==> src/rtl/qam_demapper.sv <==
// Hard-decision BPSK/QPSK/16QAM demapper: two-stage valid/ready pipeline with
// per-frame latching of mode and 16QAM threshold.
module qam_demapper #(
    parameter int W         = 16,
    parameter int FRAME_LEN = 64,
    parameter int CW        = $clog2(FRAME_LEN)
) (
    input  logic                clk,
    input  logic                rst,
    input  logic signed [W-1:0] I_in,
    input  logic signed [W-1:0] Q_in,
    input  logic                in_valid,
    output logic                in_ready,
    input  logic [1:0]          mode,
    input  logic [W-2:0]        thr,
    output logic [3:0]          bits,
    output logic [2:0]          nbits,
    output logic                out_valid,
    input  logic                out_ready,
    output logic                out_last,
    output logic [CW-1:0]       sym_idx,
    output logic                mode_err
);

    typedef enum logic [1:0] {
        MODE_BPSK  = 2'd0,
        MODE_QPSK  = 2'd1,
        MODE_16QAM = 2'd2,
        MODE_RSVD  = 2'd3
    } mode_t;

    mode_t         mode_q, mode_eff, mode_s1;
    logic [W-2:0]  thr_q, thr_eff, thr_s1;
    logic [CW-1:0] cnt, idx_s1;
    logic          s1_valid, sign_i_s1, sign_q_s1;
    logic [W-2:0]  abs_i, abs_q, abs_i_s1, abs_q_s1;
    logic          s2_adv, accept, frame_start;
    logic [3:0]    dec_bits;
    logic [2:0]    dec_nbits;

    // Magnitude on W-1 bits; the most negative code saturates to all-ones.
    function automatic logic [W-2:0] sat_abs(input logic [W-1:0] x);
        logic [W-1:0] neg;
        neg = ~x + 1'b1;
        if (!x[W-1])
            return x[W-2:0];
        else if (x[W-2:0] == '0)
            return '1;
        else
            return neg[W-2:0];
    endfunction

    assign abs_i       = sat_abs(I_in);
    assign abs_q       = sat_abs(Q_in);
    assign s2_adv      = ~out_valid | out_ready;
    assign in_ready    = (~s1_valid | s2_adv) & ~rst;
    assign accept      = in_valid & in_ready;
    assign frame_start = (cnt == '0);

    // The first symbol of a frame is decoded with the values it latches.
    assign mode_eff = frame_start ? mode_t'(mode) : mode_q;
    assign thr_eff  = frame_start ? thr : thr_q;

    always_comb begin
        dec_bits  = '0;
        dec_nbits = 3'd2;
        case (mode_s1)
            MODE_BPSK: begin
                dec_bits  = {3'b000, ~sign_i_s1};
                dec_nbits = 3'd1;
            end
            MODE_16QAM: begin
                dec_bits  = {abs_q_s1 < thr_s1, abs_i_s1 < thr_s1, ~sign_q_s1, ~sign_i_s1};
                dec_nbits = 3'd4;
            end
            default: begin
                dec_bits  = {2'b00, ~sign_q_s1, ~sign_i_s1};
                dec_nbits = 3'd2;
            end
        endcase
    end

    always_ff @(posedge clk) begin
        if (rst) begin
            s1_valid  <= 1'b0;
            sign_i_s1 <= 1'b0;
            sign_q_s1 <= 1'b0;
            abs_i_s1  <= '0;
            abs_q_s1  <= '0;
            mode_s1   <= MODE_QPSK;
            thr_s1    <= '0;
            idx_s1    <= '0;
            cnt       <= '0;
            mode_q    <= MODE_QPSK;
            thr_q     <= '0;
            mode_err  <= 1'b0;
            out_valid <= 1'b0;
            bits      <= '0;
            nbits     <= '0;
            out_last  <= 1'b0;
            sym_idx   <= '0;
        end else begin
            if (accept) begin
                s1_valid  <= 1'b1;
                sign_i_s1 <= I_in[W-1];
                sign_q_s1 <= Q_in[W-1];
                abs_i_s1  <= abs_i;
                abs_q_s1  <= abs_q;
                mode_s1   <= mode_eff;
                thr_s1    <= thr_eff;
                idx_s1    <= cnt;
                cnt       <= (cnt == CW'(FRAME_LEN - 1)) ? '0 : cnt + 1'b1;
                if (frame_start) begin
                    mode_q <= mode_eff;
                    thr_q  <= thr_eff;
                    if (mode_eff == MODE_RSVD)
                        mode_err <= 1'b1;
                end
            end else if (s2_adv) begin
                s1_valid <= 1'b0;
            end

            if (s2_adv) begin
                out_valid <= s1_valid;
                if (s1_valid) begin
                    bits     <= dec_bits;
                    nbits    <= dec_nbits;
                    out_last <= (idx_s1 == CW'(FRAME_LEN - 1));
                    sym_idx  <= idx_s1;
                end
            end
        end
    end

endmodule
==> config.mk <==
export PLATFORM = sky130hd
export DESIGN_NAME = qam_demapper
export DESIGN_NICKNAME = d
export VERILOG_FILES = /design/src/rtl/qam_demapper.sv
export SDC_FILE = /design/constraint.sdc
export NUM_CORES = 1
export LEC_CHECK = 0
export ABC_AREA = 1
export CAP_MARGIN = 15
export CORE_MARGIN = 5
export CORE_UTILIZATION = 50
export DETAILED_ROUTE_END_ITERATION = 10
export PLACE_DENSITY = 0.81
export SLEW_MARGIN = 0
export SYNTH_ARGS = -nofsm -noshare
export SYNTH_HDL_FRONTEND = slang
export SYNTH_SLANG_ARGS = --single-unit
==> constraint.sdc <==
create_clock -name clk -period 2.9 [get_ports clk]
set_input_delay 0.435 -clock clk [delete_from_list [all_inputs] [get_ports clk]]
set_output_delay 0.435 -clock clk [all_outputs]
set_load 0.01 [all_outputs]
==> results.md <==
* Hold path depth at 2
* Chip Height at 110 um
* CP required at 2.47 ns
* Post-route minimum period at 2.21 ns
* Top cell type's share of synthesized area at 0.382
* Post-synthesis cell count at 706
* Slowest cell on crit path: clkdlybuf4s50_1
* Total GRT Usage at 0.211
* Max-slew headroom at 0.546
* Post-synth EDFFs at 0
* Synth Flop Type: dfxtp_1
* Mean post-synth cell area at 7.06 um2
* Fin nets at 852
* PD cells at 521 mW/mm2
* Global-route wire length before repair at 20.4 mm
* Commonest non-fill, non-tap cell in the layout: nand2_1
* Post-CTS setup buffer count at 0
* Final Max Tran Viols at 0
* Met2 wire len at 5.82 mm
* Initial Util at 0.512
* Initial DRC Count at 272
* Endpoints failing setup at 0
* Worst Max-Slew Pin Slew at 0.678 ns
* Total number of vias at 4668
* Initial antenna violation count at 0
* Commonest cells after routing, fill and taps aside: nand2_1 (163), dfxtp_1 (95), inv_1 (85)
* Routed wl met3 at 613 um
* Worst setup SP type: primary input
* Worst skew pair latency at 0.36 ns
* Num ports at 70
* Cts repair resizes at 0
* Post-synth top area cell: dfxtp_1
* Ys Warns at 0
* CTS tree: built
* Crit Path Category: primary input to primary output
* Worst Setup End Kind: primary output
* Top post-synthesis cells by area: dfxtp_1 (38%), nand2_1 (12%), ha_1 (8.0%)
* Sequential share of the synthesized area at 0.382
* Static leakage at 0.00271 uW
* Via-per-instance ratio at 5.16
* Setup TNS at 0 ns
* Slowest cell delay on critical path at 0.53 ns
* Crit-path max FO at 3
* Hold Buf Count CTS at 0
* Area Overhead vs Synth at 20.0%
* Maximum VDD drop at 0.268 mV
* Max H-tree Level at 3
* Synthesized flop and latch total at 95
* Ant. Diodes at 0
* Port buffer count at 69
* WL/cell at 13.4 um
* Reg2Reg Depth at 6
* Post-Syn Area at 0.00498 mm2
* Layout cells sized above 1 at 0.0596
* Pre-antenna DRT Iters at 6
* Unrepaired setup endpoints after global routing: false
* Final ANT Viol Nets at 0
* Clk slew on worst S/H paths at 0.09 ns
* Vias in the first global route at 4528
* Largest net degree at the start of global routing at 48
* Number of max-cap violations at 0
* Final wirelength at 12.1 mm
* CTS Sinks at 95
* Cts bufs inserted at 9
* Outcome: completed
* Total grt overflow at 0
* Hold Crit Class: flip-flop to flip-flop
* Core footprint at 0.00973 mm2
* WP data arrival at 1.78 ns
* Netlist cell types at 35
* Final Skew at 0.00877 ns
* Syn Nets at 791
* FFs w/ async S/R, synth at 0
* Fillers at 880
* Highest metal used: met4
* Total power at 3120 uW
* Row cnt at 36
* Die Wd at 110 um
* Detail Placement HPWL at 9.30 mm
* Tcrit/Tclk final at 0.764
* DIE AREA at 0.0121 mm2
* FMAX at 452 MHz
* CTS root buf: clkbuf_8
* Worst-path cell chain: clkdlybuf4s50_1, inv_1, nand3_1, nand2_1, inv_1, clkdlybuf4s50_1
* M1 WL at 5.36 mm
* Clock Path Buffers at 2
* Endpoints failing hold at 0
* DRC Markers at 0
* GPL Wtd Cong at 0.924
[area by class of cell]
cell class / instances / area (um2) / area share
Inverter: 90 / 338 / 0.0565
Clock inverter: 6 / 91.3 / 0.0153
Multi-Input combinational cell: 495 / 2590 / 0.433
Tap cell: 133 / 166 / 0.0278
Sequential cell: 95 / 1900 / 0.318
Timing Repair Buffer: 76 / 756 / 0.126
Clock buffer: 10 / 138 / 0.0230
[per-stage QoR]
stage                util  instances  hold slack [ns]  area [um2]  setup WS (ns)
CTS                 0.615        905            0.458        5980          0.676
finish              0.615        905            0.459        5980          0.685
global route        0.615        905            0.470        5980          0.476
global placement    0.591        889            0.442        5750          0.470
floorplan               -        706            0.406        4980           1.45
detailed placement  0.591        889            0.443        5750          0.349
[synth_stat cells, drive strengths merged, types with 5 or more instances]
| master | count |
|---|---|
| nor2 | 81 |
| o21ai | 73 |
| a21oi | 53 |
| o22ai | 5 |
| xor2 | 12 |
| nand2 | 166 |
| nand3 | 27 |
| nand4 | 6 |
| clkbuf | 6 |
| dfxtp | 95 |
| inv | 90 |
| ha | 32 |
| nor3 | 7 |
| xnor2 | 5 |
| o211ai | 5 |
| buf | 20 |
[report_power, final]
group          switching, uW  internal (uW)
sequential              58.7           1410
combinational            377            285
clock                    472            516
[layer usage]
metal	track usage	vias to the layer above
met5	0	-
met4	0.0864	0
met3	0.0364	28
met2	0.359	128
met1	0.264	2113
li1	-	2399
[flip-flops by register name, indices dropped and copies added, names as in the netlist]
signal	flops
mode_q	2
mode_s1	2
sign_q_s1	1
thr_s1	15
idx_s1	6
s1_valid	1
out_last	1
abs_i_s1	15
abs_q_s1	15
sign_i_s1	1
nbits	3
sym_idx	6
mode_err	1
out_valid	1
cnt	6
thr_q	15
bits	4
[cells by family after synthesis]
kind of cell,after synthesis,share of synthesized area
flip-flops,95,0.382
AND/OR/NAND/NOR,295,0.245
XOR/XNOR,17,0.0299
AO/OA/AOI/OAI,151,0.165
adder cells (fa/ha/maj),32,0.0803
buffers and inverters,116,0.0984
[worst max-delay path: cells and delay by family]
family | cells | cell delay [ns]
buf+inv | 4 | 1.15
simple gates | 2 | 0.19
[path summary, 6_finish.rpt]
path                                 from         to  slack [ns]
worst max register to register  out_valid  thr_s1[2]        0.88
worst min-delay path             thr_q[4]   thr_q[4]        0.46
worst min register to register   thr_q[4]   thr_q[4]        0.46
worst max-delay path            out_ready   in_ready        0.69
Note: power is estimated with default switching activity, not from simulation.
